`src/rtl/cache_page_tagger.sv`:
```
// cache_page_tagger: page-tag front end for a 65816-style bus.
// Tracks PAGES resident 256-byte pages by {bank, a[15:8]} with true-LRU
// replacement and issues fill requests to the page loader on a miss.
// Optional feature macro: CACHE_STATS_EN (saturating hit/miss counters).
module cache_page_tagger #(
   parameter  int PAGES = 4,
   parameter  int TAG_W = 16,
   localparam int IDX_W = $clog2(PAGES)
) (
   input  logic             fpga,
   input  logic             rst_n,
   input  logic             phi2,
   input  logic [15:0]      a,
   input  logic [7:0]       d,
   output logic             hit,
   output logic             miss,
   output logic [IDX_W-1:0] page_idx,
   output logic [7:0]       offset,
   output logic             fill_req,
   output logic [TAG_W-1:0] fill_tag,
   output logic [IDX_W-1:0] fill_page,
   input  logic             fill_ack,
   output logic             busy,
   output logic             overrun,
   output logic [15:0]      hit_count,
   output logic [15:0]      miss_count
);

   typedef enum logic {S_IDLE = 1'b0, S_FILL = 1'b1} state_t;

   state_t           r_state, w_state_next;
   logic             r_phi2_s1, r_phi2_s2, r_phi2_s3;
   logic [7:0]       r_bank_q;
   logic [23:0]      r_req;
   logic             r_req_v;
   logic [TAG_W-1:0] r_tag [PAGES];
   logic [PAGES-1:0] r_valid;
   logic [IDX_W-1:0] r_age [PAGES];

   logic             r_hit, r_miss, r_fill_req, r_busy, r_overrun;
   logic [IDX_W-1:0] r_page_idx, r_fill_page;
   logic [7:0]       r_offset;
   logic [TAG_W-1:0] r_fill_tag;

   logic             w_rise, w_lookup, w_fill_done, w_hit_any, w_any_inv;
   logic [TAG_W-1:0] w_req_tag;
   logic [PAGES-1:0] w_match;
   logic [IDX_W-1:0] w_hit_idx, w_inv_idx, w_lru_idx, w_victim;
   logic             w_upd_en;
   logic [IDX_W-1:0] w_upd_idx, w_upd_age;

   assign w_rise      = r_phi2_s2 & ~r_phi2_s3;
   assign w_req_tag   = r_req[23:8];
   assign w_lookup    = (r_state == S_IDLE) && r_req_v;
   assign w_fill_done = (r_state == S_FILL) && fill_ack;

   // Bank byte is only meaningful while phi2 is low; hold it otherwise.
   always_ff @(posedge fpga or negedge rst_n) begin
      if (!rst_n)    r_bank_q <= '0;
      else if (!phi2) r_bank_q <= d;
   end

   // Two-flop synchroniser plus edge flop for the asynchronous phi2.
   always_ff @(posedge fpga or negedge rst_n) begin
      if (!rst_n) begin
         r_phi2_s1 <= 1'b0;
         r_phi2_s2 <= 1'b0;
         r_phi2_s3 <= 1'b0;
      end else begin
         r_phi2_s1 <= phi2;
         r_phi2_s2 <= r_phi2_s1;
         r_phi2_s3 <= r_phi2_s2;
      end
   end

   // Parallel tag compare, one comparator per page.
   for (genvar gi = 0; gi < PAGES; gi++) begin : g_match
      assign w_match[gi] = r_valid[gi] && (r_tag[gi] == w_req_tag);
   end

   // Encode the matching page and choose the replacement victim.
   always_comb begin
      w_hit_any = |w_match;
      w_any_inv = ~&r_valid;
      w_hit_idx = '0;
      w_lru_idx = '0;
      w_inv_idx = '0;
      for (int i = 0; i < PAGES; i++) begin
         if (w_match[i]) w_hit_idx = IDX_W'(i);
         if (r_age[i] == IDX_W'(PAGES - 1)) w_lru_idx = IDX_W'(i);
      end
      for (int i = PAGES - 1; i >= 0; i--) begin
         if (!r_valid[i]) w_inv_idx = IDX_W'(i);
      end
      w_victim = w_any_inv ? w_inv_idx : w_lru_idx;
   end

   // A hit lookup and a fill completion never coincide (IDLE vs FILL).
   always_comb begin
      w_upd_en  = 1'b0;
      w_upd_idx = '0;
      if (w_lookup && w_hit_any) begin
         w_upd_en  = 1'b1;
         w_upd_idx = w_hit_idx;
      end else if (w_fill_done) begin
         w_upd_en  = 1'b1;
         w_upd_idx = r_fill_page;
      end
      w_upd_age = r_age[w_upd_idx];
   end

   // FSM state register.
   always_ff @(posedge fpga or negedge rst_n) begin
      if (!rst_n) r_state <= S_IDLE;
      else        r_state <= w_state_next;
   end

   // FSM next state: a missing lookup enters FILL, the loader ack leaves it.
   always_comb begin
      w_state_next = r_state;
      case (r_state)
         S_IDLE: if (w_lookup && !w_hit_any) w_state_next = S_FILL;
         S_FILL: if (fill_ack)               w_state_next = S_IDLE;
         default: w_state_next = S_IDLE;
      endcase
   end

   // Request slot: doubles as the 1-deep pending slot while a fill runs.
   always_ff @(posedge fpga or negedge rst_n) begin
      if (!rst_n) begin
         r_req     <= '0;
         r_req_v   <= 1'b0;
         r_overrun <= 1'b0;
      end else if (w_rise) begin
         if (!r_req_v || w_lookup) begin
            r_req   <= {r_bank_q, a};
            r_req_v <= 1'b1;
         end else begin
            r_overrun <= 1'b1;
         end
      end else if (w_lookup) begin
         r_req_v <= 1'b0;
      end
   end

   // Tag and valid storage, written when the loader completes a fill.
   always_ff @(posedge fpga or negedge rst_n) begin
      if (!rst_n) begin
         r_valid <= '0;
         for (int i = 0; i < PAGES; i++) r_tag[i] <= '0;
      end else if (w_fill_done) begin
         r_tag[r_fill_page]   <= r_fill_tag;
         r_valid[r_fill_page] <= 1'b1;
      end
   end

   // True-LRU ages: accessed page goes to 0, younger pages age by one.
   always_ff @(posedge fpga or negedge rst_n) begin
      if (!rst_n) begin
         for (int i = 0; i < PAGES; i++) r_age[i] <= IDX_W'(i);
      end else if (w_upd_en) begin
         for (int i = 0; i < PAGES; i++) begin
            if (IDX_W'(i) == w_upd_idx)     r_age[i] <= '0;
            else if (r_age[i] < w_upd_age) r_age[i] <= r_age[i] + 1'b1;
         end
      end
   end

   // Registered result pulses and fill handshake outputs.
   always_ff @(posedge fpga or negedge rst_n) begin
      if (!rst_n) begin
         r_hit       <= 1'b0;
         r_miss      <= 1'b0;
         r_page_idx  <= '0;
         r_offset    <= '0;
         r_fill_req  <= 1'b0;
         r_fill_tag  <= '0;
         r_fill_page <= '0;
         r_busy      <= 1'b0;
      end else begin
         r_hit  <= 1'b0;
         r_miss <= 1'b0;
         if (w_lookup) begin
            r_offset <= r_req[7:0];
            if (w_hit_any) begin
               r_hit      <= 1'b1;
               r_page_idx <= w_hit_idx;
            end else begin
               r_miss      <= 1'b1;
               r_fill_req  <= 1'b1;
               r_busy      <= 1'b1;
               r_fill_tag  <= w_req_tag;
               r_fill_page <= w_victim;
               r_page_idx  <= w_victim;
            end
         end
         if (w_fill_done) begin
            r_fill_req <= 1'b0;
            r_busy     <= 1'b0;
            r_page_idx <= r_fill_page;
         end
      end
   end

`ifdef CACHE_STATS_EN
   logic [15:0] r_hit_cnt, r_miss_cnt;

   // Saturating access statistics.
   always_ff @(posedge fpga or negedge rst_n) begin
      if (!rst_n) begin
         r_hit_cnt  <= '0;
         r_miss_cnt <= '0;
      end else if (w_lookup) begin
         if (w_hit_any && r_hit_cnt != 16'hFFFF)   r_hit_cnt  <= r_hit_cnt + 16'd1;
         if (!w_hit_any && r_miss_cnt != 16'hFFFF) r_miss_cnt <= r_miss_cnt + 16'd1;
      end
   end

   assign hit_count  = r_hit_cnt;
   assign miss_count = r_miss_cnt;
`else
   assign hit_count  = 16'h0000;
   assign miss_count = 16'h0000;
`endif

   assign hit       = r_hit;
   assign miss      = r_miss;
   assign page_idx  = r_page_idx;
   assign offset    = r_offset;
   assign fill_req  = r_fill_req;
   assign fill_tag  = r_fill_tag;
   assign fill_page = r_fill_page;
   assign busy      = r_busy;
   assign overrun   = r_overrun;

endmodule
```
`config.mk`:
```
export PLATFORM = sky130hd
export DESIGN_NAME = cache_page_tagger
export DESIGN_NICKNAME = d
export VERILOG_FILES = /design/src/rtl/cache_page_tagger.sv
export SDC_FILE = /design/constraint.sdc
export NUM_CORES = 1
export LEC_CHECK = 0
export CORE_MARGIN = 3
export CORE_UTILIZATION = 50
export CTS_BUF_LIST = sky130_fd_sc_hd__clkbuf_8
export DETAILED_ROUTE_END_ITERATION = 10
export DONT_BUFFER_PORTS = 1
export PLACE_DENSITY = 0.68
export RECOVER_POWER = 50
export SKIP_CTS_REPAIR_TIMING = 1
export SYNTH_ARGS = -nofsm -noshare
export SYNTH_HDL_FRONTEND = slang
export SYNTH_SLANG_ARGS = --single-unit
```
`constraint.sdc`:
```
create_clock -name fpga -period 3.5 [get_ports fpga]
set_clock_uncertainty 0.15 [all_clocks]
set_input_delay 0.525 -clock fpga [delete_from_list [all_inputs] [get_ports fpga]]
set_output_delay 0.525 -clock fpga [all_outputs]
set_load 0.05 [all_outputs]
```
==> results of run 1 <==
## critical path, cell delays in order (launching register included)
cell and delay (ps):
dfrtp_1 400, xor2_1 180, or4_1 530, or4_4 570
o22ai_4 210, a21o_4 190, mux4_2 590, a31oi_1 310
nor3b_1 90, a211oi_1 160
## layer usage
metal	GRT usage, %	vias to the layer above	wire [um]
met5	0	-	0
met4	4.06	0	159
met3	6.30	13	1020
met2	31.0	148	7190
met1	27.6	2217	6880
li1	-	1952	-
## how the worst min path moves through the flow
stage | endpoint | slack (ps)
2_1_floorplan | busy$_DFFE_PN0P_ | 80
3_3_place_gp | offset[4]$_DFFE_PN0P_ | 80
3_5_place_dp | r_req[4]$_DFFE_PN0P_ | 80
4_1_cts | r_tag[54]$_DFFE_PN0P_ | -400
5_1_grt | overrun$_DFFE_PN0P_ | -410
6_report | miss$_DFF_PN0_ | -370
## cell usage in the layout (no fill, tap or decap), types with 3 or more instances in the layout
| cell type | synthesis | routed |
|---|---|---|
| a211oi_1 | 4 | 4 |
| a21oi_1 | 6 | 6 |
| a31oi_1 | 4 | 4 |
| and3_1 | 5 | 5 |
| buf_4 | 34 | 26 |
| bufinv_16 | 0 | 3 |
| clkbuf_8 | 0 | 21 |
| clkinv_2 | 0 | 3 |
| conb_1 | 1 | 32 |
| dfrtp_1 | 141 | 140 |
| dfstp_2 | 4 | 4 |
| ha_1 | 3 | 3 |
| inv_1 | 11 | 12 |
| mux2_1 | 11 | 11 |
| mux2_2 | 102 | 102 |
| nand2_1 | 45 | 44 |
| nand2b_1 | 7 | 6 |
| nand3_1 | 8 | 8 |
| nand4_1 | 9 | 9 |
| nor2_1 | 14 | 13 |
| nor3b_1 | 3 | 3 |
| nor4_1 | 4 | 3 |
| o211ai_1 | 4 | 4 |
| or4_1 | 9 | 9 |
| xnor2_1 | 40 | 40 |
| xor2_1 | 24 | 24 |
## stage by stage
stage | setup WS, ps | util [%] | hold slack, ps | cells | power, mW
after detailed placement | -19.4 | 52.8 | 82.5 | 733 | 5.69
after floorplan | 32.0 | - | 79.4 | 604 | 5.08
final | 42.5 | 56.4 | -375 | 769 | 7.08
after global routing | -78.5 | 56.4 | -411 | 769 | 7.45
after CTS | -65.1 | 55.9 | -400 | 764 | 7.09
after global placement | 41.7 | 52.8 | 82.5 | 733 | 5.61
## power by group through the flow
| stage | clock network, mW | registers, mW | logic (mW) |
|---|---|---|---|
| after floorplan | 0 | 3.37 | 1.71 |
| after global placement | 0 | 3.59 | 2.02 |
| after detailed placement | 0 | 3.63 | 2.06 |
| after CTS | 1.42 | 3.60 | 2.07 |
| after global routing | 1.49 | 3.69 | 2.27 |
| final | 1.39 | 3.60 | 2.09 |
## flip-flops by register name, indices dropped and copies added, names as in the netlist, 2 cells and up
name and flops:
r_tag 64, r_req 24, fill_tag 16, offset 8, r_age 8, r_bank_q 8
r_valid 4, fill_page 2, page_idx 2
## final cells by class
type	count	share of cell area, %
timing repair buffer	27	2.69
sequential	145	47.7
clock inverter	10	1.74
multi-input combinational	379	40.6
clock buffer	21	3.79
tap	176	2.89
inverter	11	0.542
## logic make-up (layout without fill, tap and decap cells)
kind of cell	count (synthesis)	count (layout)	synth area share, %
flops	145	145	51.6
xor+xnor	64	64	7.96
mux	116	116	19.1
other cells	1	32	0.0533
fa+ha+maj	3	3	0.533
simple gates	120	120	9.10
buf+inv	80	69	6.52
compound gates	44	44	5.15
==> run metrics, run 1 <==
Post-Route WL about 15 mm; Critical R2R Capture r_age[2]$_DFFE_PN0P_; vias per cell roughly 5.6; vias in the first global route 4331; dominant synthesized flop cell dfrtp_1; gpl congestion between 0.8 and 0.9; internal power 4.15 mW; synthesized flop and latch total around 150; Leak about 3.3 nW; setup TNS 0 ps; Syn Area/Cell between 10 and 15 um2; die footprint about 16000 um2; distinct cell type count after synthesis 64; dominant cell by count in the synthesized netlist dfrtp_1; clock latency on the worst-skew pair approximately 440 ps; largest net degree at the start of global routing 146; IO Count 93; worst setup path start r_req[23]$_DFFE_PN0P_; FF-to-FF setup slack ~42 ps; port bufs 0; clk sinks 145; DR pass1 iterations 5; Yosys warnings 0; CTS clk-pin slew, worst paths roughly 80 ps; Post-Synthesis Cells approximately 570; total track usage between 10% and 20%; core region area 13500 um2; CTS H-tree depth 4; post-synth top area share roughly half; sequential share of the synthesized area between 50% and 60%; worst setup path endpoint r_age[2]$_DFFE_PN0P_; number of diodes 0; R2R depth 9; DP Area a little over 7000 um2; switching portion of total power 41.3%; Max FO, Critical Path 7; Worst EP arrival 3670 ps; Initial Util approximately 52%; Setup crit end kind register; # rows 42; Syn-to-layout area delta 8.19%; # DRC 0; fin area 7620 um2; violated checks negative hold slack; Worst Path Required 3710 ps; FILL cells 1111; register area approximately 3600 um2; worst IR drop on VDD roughly 0.00051 V; first-pass GRT wire length 24.4 mm; Sw Pwr approximately 2.9 mW; max-capacitance violation count 0; Mapped Area 7040 um2; Least-Margin Pin Slew 935 ps; synth cell count leaders dfrtp_1, mux2_2, nand2_1, xnor2_1, buf_4; pwr dens 929 nW/um2; remaining antenna violation count 0; Synth area leaders dfrtp_1, mux2_2, xnor2_1; worst reg2reg startpoint r_req[23]$_DFFE_PN0P_; final hold vios between 100 and 150; TritonCTS clock tree built; CTS buffer count 17; initial antenna violation count 0; ys async rst share 100%; Multi-input gate area around 3100 um2; routed wire length per instance about 20 um; die height ~120 um; DR iter-0 viols about 420; Setup violations, final 0; Clock power frac about 20%; Hold Crit Class in2async; Fmax between 200 and 300 MHz; hpwl dp ~11 mm; Post-synth EDFFs 0; Max-slew headroom a little under two fifths; Final Critical Period 3460 ps; top cell type by total area after synthesis dfrtp_1; layout cell share with drive strength beyond 1 30.2%; GRT overflow 0; part of the cycle the worst path needs just under 100%; status finished with violations; RSZ-0062 raised after global routing true; post-layout net count around 600; clk buf depth 2; max-slew violation count 0; Worst Setup Path Type reg2reg; Die Width about 120 um; vias 4330; WHS -375 ps; CTS Root Cell clkbuf_8; share of power burned in registers about half; Comb power frac just under 30%; CP Launch Type register
No activity file was read; power rests on OpenSTA's default activity.
==> run 2, diff against run 1 <==
--- a/config.mk
+++ b/config.mk
@@ -10,8 +10,9 @@
 export CTS_BUF_LIST = sky130_fd_sc_hd__clkbuf_8
 export DETAILED_ROUTE_END_ITERATION = 10
 export DONT_BUFFER_PORTS = 1
-export PLACE_DENSITY = 0.68
+export PLACE_DENSITY = 0.66
 export RECOVER_POWER = 50
+export SETUP_SLACK_MARGIN = 0.2
 export SKIP_CTS_REPAIR_TIMING = 1
 export SYNTH_ARGS = -nofsm -noshare
 export SYNTH_HDL_FRONTEND = slang
==> run 2 against run 1 <==
Net effect:
- critical path type unchanged
- worst hold slack lost 12 ps
- sequential power hardly changed
- critical path depth unchanged
- cell count shrank 0.26%
- the flow still finishes with violations (negative hold slack)
==> run metrics, run 2 (synthesis gave the netlist of run 1 again) <==
Post-Route WL 15.3 mm (+0.37%); clock latency on the worst-skew pair 460 ps (+20 ps); Core Util, Final 56.4% (about the same); Max FO, Critical Path 5 (-2); worst reg2reg startpoint r_req[12]$_DFFE_PN0P_; RSZ-0062 raised after global routing true; FF-to-FF setup slack 30 ps (about the same); Least-Margin Pin Slew 1020 ps (+89.4 ps); Final Critical Period 3470 ps (+11.9 ps); # DRC 0 (unchanged); worst setup path start r_req[12]$_DFFE_PN0P_; Syn-to-layout area delta 8.24% (about the same); Worst Path Required 3690 ps (-20 ps); Critical R2R Capture r_age[3]$_DFFE_PN1P_; vias 4240 (-2.1%); layout cell share with drive strength beyond 1 31.3% (+1.1 points); clk buf depth 2 (unchanged); DR iter-0 viols 272 (-35%); first-pass GRT wire length 24.7 mm (+1.2%); hpwl dp 10.9 mm (+2.4%); DR pass1 iterations 4 (-1); CP Launch Type register; register area 3630 um2 (unchanged); max reg flops 64 (unchanged); final hold vios 145 (unchanged); slowest stage cell, crit path or4_4; crit-path cells xor2_1 -> or4_1 -> or4_4 -> o22ai_4 -> a21o_4 -> buf_4 -> mux4_2 -> and3_4 -> a222oi_1; FILL cells 1154 (+3.9%); GRT overflow 0 (unchanged); worst setup path endpoint r_age[3]$_DFFE_PN1P_; fin area 7620 um2 (about the same); most frequent cells in the layout dfrtp_1, mux2_2, nand2_1; number of diodes 0 (unchanged); WHS -387 ps (-11.9 ps); Worst EP arrival 3650 ps (-20 ps); port bufs 0 (unchanged); vias per cell 5.53 (-1.8%); CTS clk-pin slew, worst paths 90 ps (about the same); initial antenna violation count 1 (+1); Total Power 6.99 mW (-1.2%); Buf/Inv on CP 1 (+1); Setup crit end kind register; total track usage 20.4% (+0.48 points); part of the cycle the worst path needs 99.1% (+0.34 points); Die Width 125 um (unchanged); core region area 13500 um2 (unchanged); Multi-input gate area 3160 um2 (+1.9%); Reg with most FFs r_tag; Leak 3.27 nW (-0.83%); max-slew violation count 0 (unchanged); gpl congestion 0.839 (-3.6%); TritonCTS clock tree built; clk sinks 145 (unchanged); status finished with violations; vias in the first global route 4408 (+1.8%); commonest non-fill, non-tap cell in the layout dfrtp_1; max-capacitance violation count 0 (unchanged); post-layout net count 609 (-0.49%); routed wire length per instance 20.0 um (+0.63%); CTS Root Cell clkbuf_8; CP top delay family simple AND/OR/NAND/NOR gates; Crit. path cell count 9 (unchanged); Initial Util 52.1% (unchanged); violated checks negative hold slack; Fmax 288 MHz (-0.34%); CTS buffer count 17 (unchanged); remaining antenna violation count 0 (unchanged); R2R depth 9 (unchanged); Max-slew headroom 31.7% (-6.0 points); Setup violations, final 0 (unchanged); Hold Crit Class in2async; largest net degree at the start of global routing 146 (unchanged); worst IR drop on VDD 0.000553 V (+8.7%); DP Area 7120 um2 (-0.19%); CTS H-tree depth 4 (unchanged); die footprint 15500 um2 (unchanged); max incr delay on CP 570 ps (-20 ps); # rows 42 (unchanged); Worst Setup Path Type reg2reg; IO Count 93 (unchanged); pwr dens 917 nW/um2 (-1.2%); die height 125 um (unchanged)
[run 2: cell types whose count changed in the layout (fill, tap and decap cells not counted), moves of 2 or more]
cell	delta
buf_4	-3
o2111ai_2	+2
clkinv_4	+2
o2111ai_1	-2
clkbuf_8	-3
[run 2: final cells by class]
class / count / area share (%)
multi-input combinational: 379 / 41.4
sequential: 145 / 47.7
tap: 176 / 2.89
clock inverter: 14 / 1.84
timing repair buffer: 24 / 2.40
inverter: 11 / 0.542
clock buffer: 18 / 3.25
[run 2: per-stage QoR]
stage | setup TNS (ps) | hold slack (ps) | std cells | setup slack (ps)
floorplan | 0 | 79.4 | 604 | 93.0
global placement | 0 | 82.6 | 731 | 119
finish | 0 | -387 | 767 | 30.6
CTS | 0 | -424 | 763 | 18.9
global route | -101 | -429 | 767 | -35.3
detailed placement | 0 | 82.5 | 731 | 10.3
[run 2: worst min path at each step]
stage,startpoint,end,slack [ps],cells past startpoint
after floorplan,rst_n,busy$_DFFE_PN0P_,80,0
after global placement,rst_n,offset[1]$_DFFE_PN0P_,80,0
after detailed placement,rst_n,offset[4]$_DFFE_PN0P_,80,0
after CTS,rst_n,fill_tag[4]$_DFFE_PN0P_,-420,0
after global routing,rst_n,r_tag[25]$_DFFE_PN0P_,-430,0
final,rst_n,offset[4]$_DFFE_PN0P_,-390,0
[run 2: power by group]
part / switching, mW / internal [mW]
combinational: 1.02 / 1.05
clock: 0.650 / 0.648
sequential: 1.29 / 2.33
[run 2: routing by layer]
metal	part of all wire (%)	up-vias	track usage, %
met2	49	110	32.5
met4	1.2	0	6.13
met1	44	2168	27.4
met5	0	-	0
li1	-	1946	-
met3	5.4	16	5.40
